$ cat src/rtl/arbiter4_rr.sv
// arbiter4_rr: four-client round-robin arbiter, registered one-hot grant
// plus binary index; grant held while owner requests, no preemption.
//
// Ports:
//   clk        in   rising-edge clock
//   rst_n      in   async active-low reset
//   req[3:0]   in   level requests, req[k] = client k
//   gnt[3:0]   out  one-hot grant (registered)
//   gnt_idx    out  binary index of granted client, 0 when idle
//   gnt_valid  out  high when gnt != 0
//   expired    out  one-cycle pulse when hold limit revokes a grant
//
// Build option: define ARB_HOLD_LIMIT_EN to cap each ownership at
// HOLD_MAX consecutive grant cycles. Without it, expired is tied low.
module arbiter4_rr #(
    parameter int unsigned HOLD_MAX = 8
) (
    input  logic       clk,
    input  logic       rst_n,
    input  logic [3:0] req,
    output logic [3:0] gnt,
    output logic [1:0] gnt_idx,
    output logic       gnt_valid,
    output logic       expired
);

    if (HOLD_MAX < 2 || HOLD_MAX > 255) begin : g_bad_hold
        $error("arbiter4_rr: HOLD_MAX must be in 2..255");
    end

    localparam logic [0:0] S_IDLE  = 1'b0;
    localparam logic [0:0] S_GRANT = 1'b1;

    logic [0:0] state_q, state_d;
    logic [3:0] gnt_q, gnt_d;
    logic [1:0] idx_q, idx_d;
    logic [1:0] ptr_q, ptr_d;
    logic [1:0] win;

`ifdef ARB_HOLD_LIMIT_EN
    logic [7:0] cnt_q, cnt_d;
    logic       exp_q, exp_d;
`endif

    // Rotating scan: first requester at or after ptr, wrapping at 3.
    always_comb begin
        logic       found;
        logic [1:0] cand;
        win   = ptr_q;
        found = 1'b0;
        cand  = ptr_q;
        for (int i = 0; i < 4; i++) begin
            cand = ptr_q + 2'(i);
            if (!found && req[cand]) begin
                win   = cand;
                found = 1'b1;
            end
        end
    end

    always_comb begin
        state_d = state_q;
        gnt_d   = gnt_q;
        idx_d   = idx_q;
        ptr_d   = ptr_q;
`ifdef ARB_HOLD_LIMIT_EN
        cnt_d   = cnt_q;
        exp_d   = 1'b0;
`endif
        unique case (state_q)
            S_IDLE: begin
                if (|req) begin
                    state_d = S_GRANT;
                    gnt_d   = 4'b0001 << win;
                    idx_d   = win;
                    ptr_d   = win + 2'd1;
`ifdef ARB_HOLD_LIMIT_EN
                    cnt_d   = 8'd0;
`endif
                end
            end
            S_GRANT: begin
                // Voluntary release wins over the hold limit.
                if (!req[idx_q]) begin
                    state_d = S_IDLE;
                    gnt_d   = 4'b0000;
                    idx_d   = 2'b00;
`ifdef ARB_HOLD_LIMIT_EN
                // cnt_q counts completed grant cycles before this one,
                // so HOLD_MAX-1 means this is the last allowed cycle.
                end else if (cnt_q == 8'(HOLD_MAX - 1)) begin
                    state_d = S_IDLE;
                    gnt_d   = 4'b0000;
                    idx_d   = 2'b00;
                    exp_d   = 1'b1;
                end else begin
                    cnt_d   = cnt_q + 8'd1;
`endif
                end
            end
            default: begin
                state_d = S_IDLE;
            end
        endcase
    end

    always_ff @(posedge clk or negedge rst_n) begin
        if (!rst_n) begin
            state_q <= S_IDLE;
            gnt_q   <= 4'b0000;
            idx_q   <= 2'b00;
            ptr_q   <= 2'b00;
        end else begin
            state_q <= state_d;
            gnt_q   <= gnt_d;
            idx_q   <= idx_d;
            ptr_q   <= ptr_d;
        end
    end

`ifdef ARB_HOLD_LIMIT_EN
    always_ff @(posedge clk or negedge rst_n) begin
        if (!rst_n) begin
            cnt_q <= 8'd0;
            exp_q <= 1'b0;
        end else begin
            cnt_q <= cnt_d;
            exp_q <= exp_d;
        end
    end

    assign expired = exp_q;
`else
    assign expired = 1'b0;
`endif

    assign gnt       = gnt_q;
    assign gnt_idx   = idx_q;
    assign gnt_valid = (state_q == S_GRANT);

endmodule
$ cat config.mk
export PLATFORM = sky130hd
export DESIGN_NAME = arbiter4_rr
export DESIGN_NICKNAME = d
export VERILOG_FILES = /design/src/rtl/arbiter4_rr.sv
export SDC_FILE = /design/constraint.sdc
export NUM_CORES = 1
export LEC_CHECK = 0
export BUFFER_PORTS_ARGS = -buffer_cell sky130_fd_sc_hd__buf_2
export CORE_AREA = 5 5 42 44
export CTS_BUF_LIST = sky130_fd_sc_hd__clkbuf_8
export CTS_CLUSTER_DIAMETER = 150
export DETAILED_ROUTE_END_ITERATION = 8
export DIE_AREA = 0 0 47 49
export GPL_TIMING_DRIVEN = 0
export HOLD_SLACK_MARGIN = 0.12
export PLACE_DENSITY = 0.71
export SYNTH_ARGS = -nofsm -noshare
export SYNTH_HDL_FRONTEND = slang
export SYNTH_SLANG_ARGS = --single-unit
$ cat constraint.sdc
create_clock -name clk -period 3.89 [get_ports clk]
set_input_delay 1.167 -clock clk [delete_from_list [all_inputs] [get_ports clk]]
set_output_delay 1.167 -clock clk [all_outputs]
set_load 0.01 [all_outputs]
# Yosys cells after proc, flatten, opt, wreduce, memory -nomap -nowiden
# Index checks and enable logic that the tools add are counted.
[word_totals]
output_inout_bits = 8
reg_bits = 9
inputBits = 6
[op_classes]
order_cmp = 5
n_addsub = 4
n_reduce_logical = 9
n_shift = 1
n_mux = 25
bitwise = 1
eq_ne = 2
[op_table]
columns = ["cell", "n"]
rows = [
  ["2-bit by 3-bit < comparator with 1-bit output (second input constant)", 5],
  ["1-bit binary-select mux with 2-bit select", 5],
  ["1-bit two-way mux", 10],
  ["2-bit two-way mux", 5],
  ["4-bit two-way mux", 2],
  ["4-bit case mux with 2 select lines", 1],
  ["2-bit by 1-bit adder with 2-bit output (second input constant)", 2],
  ["2-bit adder (second input constant)", 2],
  ["2-bit inequality test (second input constant)", 2],
  ["2-bit case mux with 2 select lines", 1],
  ["2-bit AND reduction", 2],
  ["4-bit OR reduction", 1],
  ["1-bit by 2-bit left shift with 4-bit output (first input constant)", 1],
  ["1-bit logical AND", 3],
  ["1-bit zero test", 3],
  ["1-bit case mux with 2 select lines", 1],
  ["1-bit NOT", 1],
]

# Longest topological paths before layout
[logic_depth]
word_depth = 15
mapped_depth = 5
ltp_nobuf = 5

# Worst setup path before layout
# Ideal clock, no wire load.
[synth_path]
path_kind = "input to register"
startpoint = "in req[0]"
endpoint = "reg ptr_q[0]"
stages = 3
t_required_ns = 3.762
path_buffers = 0
arrival_time_ns = 2.096
setup_slack_ns = 1.667
cell_sequence = "nor4_2 -> nor2_2 -> mux2_1"
[synth_between]
elab_chain_cells = 13
[synth_rtl]
columns = ["element", "line_no", "source"]
rows = [
  ["from (decl)", "20", "input logic [3:0] req,"],
  ["1-bit binary-select mux with 2-bit select", "54", "if (!found && req[cand]) begin"],
  ["1-bit two-way mux (not written as such)", "54", ""],
  ["1-bit two-way mux", "54", ""],
  ["1-bit zero test", "54", ""],
  ["1-bit logical AND", "54", ""],
  ["1-bit two-way mux", "54", ""],
  ["1-bit zero test", "54", ""],
  ["1-bit logical AND", "54", ""],
  ["1-bit two-way mux", "54", ""],
  ["1-bit zero test", "54", ""],
  ["1-bit logical AND", "54", ""],
  ["2-bit two-way mux", "54", ""],
  ["2-bit by 1-bit adder with 2-bit output", "76", "ptr_d = win + 2'd1;"],
  ["to (signal assigned)", "117", "ptr_q <= ptr_d;"],
  ["to (decl)", "37", "logic [1:0] ptr_q, ptr_d;"],
]
# Several ways; a longest one is shown, not always the timed one. The select of a mux whose other input is x is not followed.
# A chain may end at the register's enable or synchronous reset.

# Worst setup path after layout
# Ends and elaborated chain as after synthesis.

==> results.sh <==
export IMPL_finalPower_mw=0.547
export IMPL_die_h_um=49
export IMPL_max_slew_margin_rel_pct=53.8
export IMPL_die_w_um=47
export IMPL_grtUsageTotal_pct=13.2
export IMPL_drc=0
export IMPL_syn_num_nets=65
export IMPL_core_area_mm2=0.00140
export IMPL_nets=82
export IMPL_n_antenna_cell=0
export IMPL_worstPathArrival_ns=2.41
export IMPL_grt_max_degree=11
export IMPL_wl_per_cell_um=13.2
export IMPL_pin_count=14
export IMPL_hp_class="reg2reg"
export IMPL_place_ws_ns=1.33
export IMPL_period_share_pct=59.2
export IMPL_postCtsResizedCells=0
export IMPL_initial_core_util_pct=41.8
export IMPL_yosysSeqAreaShare_pct=38.5
export IMPL_cp_start_kind="input pin"
export IMPL_clock_latency_ns=0.23
export IMPL_num_rows=14
export IMPL_synth_top_area_share_pct=38.5
export IMPL_final_hold_violation_count=0
export IMPL_yosys_cell_count_top_type="dfrtp_1"
export IMPL_utilization_pct=50.7
export IMPL_ys_warnings_count=0
export IMPL_io_buffers=12
export IMPL_critPathMaxFanout=8
export IMPL_synthArstFlopShare_pct=100
export IMPL_grt_pass1_vias=511
export IMPL_synth_ff_type="dfrtp_1"
export IMPL_ys_top_cells_by_area="dfrtp_1 38%, nand2_1 4.5%, o221ai_4 4.5%"
export IMPL_end_kind="register"
export IMPL_cts_tree="built"
export IMPL_rr_worst_depth=5
export IMPL_holdWs_ns=0.493
export IMPL_grt_overflow=0
export IMPL_antenna_found_initial=0
export IMPL_max_freq_ghz=0.434
export IMPL_setup_ws_ns=1.59
export IMPL_final_cells=91
export IMPL_synth_distinct_cells=31
export IMPL_design_area_um2=711
export IMPL_postSynthCellCount=59
export IMPL_initialDrtViolationCount=8
export IMPL_maxSlewViolCount=0
export IMPL_yosysTopAreaCell="dfrtp_1"
export IMPL_cts_buffer_depth=2
export IMPL_synth_area_per_cell_um2=9.92
export IMPL_area_growth_pct=21.4
export IMPL_place_inst=87
export IMPL_grt_pass1_wl_um=2280
export IMPL_cellPowerDensity_mw_per_mm2=770
export IMPL_ir_drop_mv=0.420
export IMPL_r2r_start="ptr_q[0]"
export IMPL_cts_sinks=9
export IMPL_total_leakage_power_nw=0.315
export IMPL_hpwl_um=936
export IMPL_vias=495
export IMPL_use_met1_pct=16.9
export IMPL_cts_htree_levels=1
export IMPL_place_gp_congestion=0.757
export IMPL_startpoint="req[0]"
export IMPL_maxCapViolations=0
export IMPL_rsz0062_at_grt="false"
export IMPL_wirelength_um=1200
export IMPL_use_met2_pct=21.0
export IMPL_drive_gt1_share_pct=33.3
export IMPL_rrSetupSlack_ns=2.41
export IMPL_synth_commonest_cells="9 x dfrtp_1, 7 x nand2_1, 5 x a21oi_1"
export IMPL_setup_tns_ns=0
export IMPL_cts_hold_buf=0
export IMPL_post_cts_buffers=0
export IMPL_worstSetupPathType="in2reg"
export IMPL_viasPerCell=5.44
export IMPL_cp_endpoint="ptr_q[0]"
export IMPL_synth_edf_count=0
export IMPL_grtUsageMet3_pct=3.32
export IMPL_cts_buffers=3
export IMPL_reg2reg_to="gnt[0]"
export IMPL_ant_nets=0
export IMPL_worstPathRequired_ns=4.00
export IMPL_drt_first_pass_iters=4
export IMPL_die_area_mm2=0.00230
export IMPL_finClkSkew_ns=0.00218
export IMPL_syn_cell_area_um2=586
export IMPL_finalSetupViolCount=0
export IMPL_ff_latch_area_um2=225
export IMPL_num_fill_cells=151
export IMPL_worstMarginPinSlew_ns=0.687
export IMPL_placed_area_um2=666
export IMPL_clk_pin_slew_worst_paths_ns=0.04
export IMPL_grt_busiest_layer="met2"
export IMPL_timing_final_crit_period_ns=2.30
export IMPL_root_buffer="clkbuf_8"
export IMPL_multiInputGateArea_um2=345
export IMPL_outcome="finished clean"
export IMPL_ys_seq_elements=9
-- worst min-delay path by stage --
stage / from / to / slack (ns) / depth (start not counted)
after global routing: gnt[1] / gnt[1] / 0.51 / 1
after global placement: gnt[1] / gnt[1] / 0.49 / 1
after floorplan: gnt[1] / gnt[1] / 0.53 / 1
after CTS: gnt[1] / gnt[1] / 0.49 / 1
after detailed placement: gnt[1] / gnt[1] / 0.48 / 1
final: gnt[1] / gnt[1] / 0.49 / 1
-- registers in the layout, summed over array words and instances (netlist names) --
| register | count |
|---|---|
| gnt_valid | 1 |
| ptr_q | 2 |
| gnt | 4 |
| gnt_idx | 2 |
-- per-layer routing --
layer  part of all wire, %  wire length (µm)
met3                   2.7                32
met2                    49               588
met1                    47               563
met4                   1.3                15
met5                     0                 0
-- power by group --
group          total, mW  internal, mW  switching [mW]
Clock              0.104        0.0686          0.0352
Combinational      0.255         0.117           0.138
Sequential         0.188         0.139          0.0489
-- final cells by class --
class / count / share of cell area [%]
Multi-Input combinational cell: 47 / 48.6
Sequential cell: 9 / 31.7
Timing Repair Buffer: 12 / 8.45
Clock buffer: 3 / 5.81
Tap cell: 16 / 2.82
Buffer: 2 / 1.58
Clock inverter: 1 / 0.528
Inverter: 1 / 0.528
-- worst max-delay path: stages --
cell and delay (ns):
buf_2 0.14, nor4_2 0.65, nor2_2 0.12, mux2_1 0.33
-- cells in the final DEF (no fill, tap or decap), types with 2 or more instances in the layout --
cell type and instances:
a21oi_1 5, a22oi_1 2, buf_2 12, clkbuf_8 3
dfrtp_1 9, inv_1 2, nand2_1 7, nand3_1 3
nor2_1 4, o21ai_0 2, o21ai_1 4
-- logic make-up after synthesis --
| group | synth area share (%) |
|---|---|
| AOI/OAI and AO/OA | 28.4 |
| DFF | 38.5 |
| other | 0.640 |
| buffers and inverters | 2.56 |
| muxes | 7.48 |
| xor gates and xnor gates | 1.50 |
| and+or+nand+nor | 20.9 |
Power figures use the tool's default switching activity.
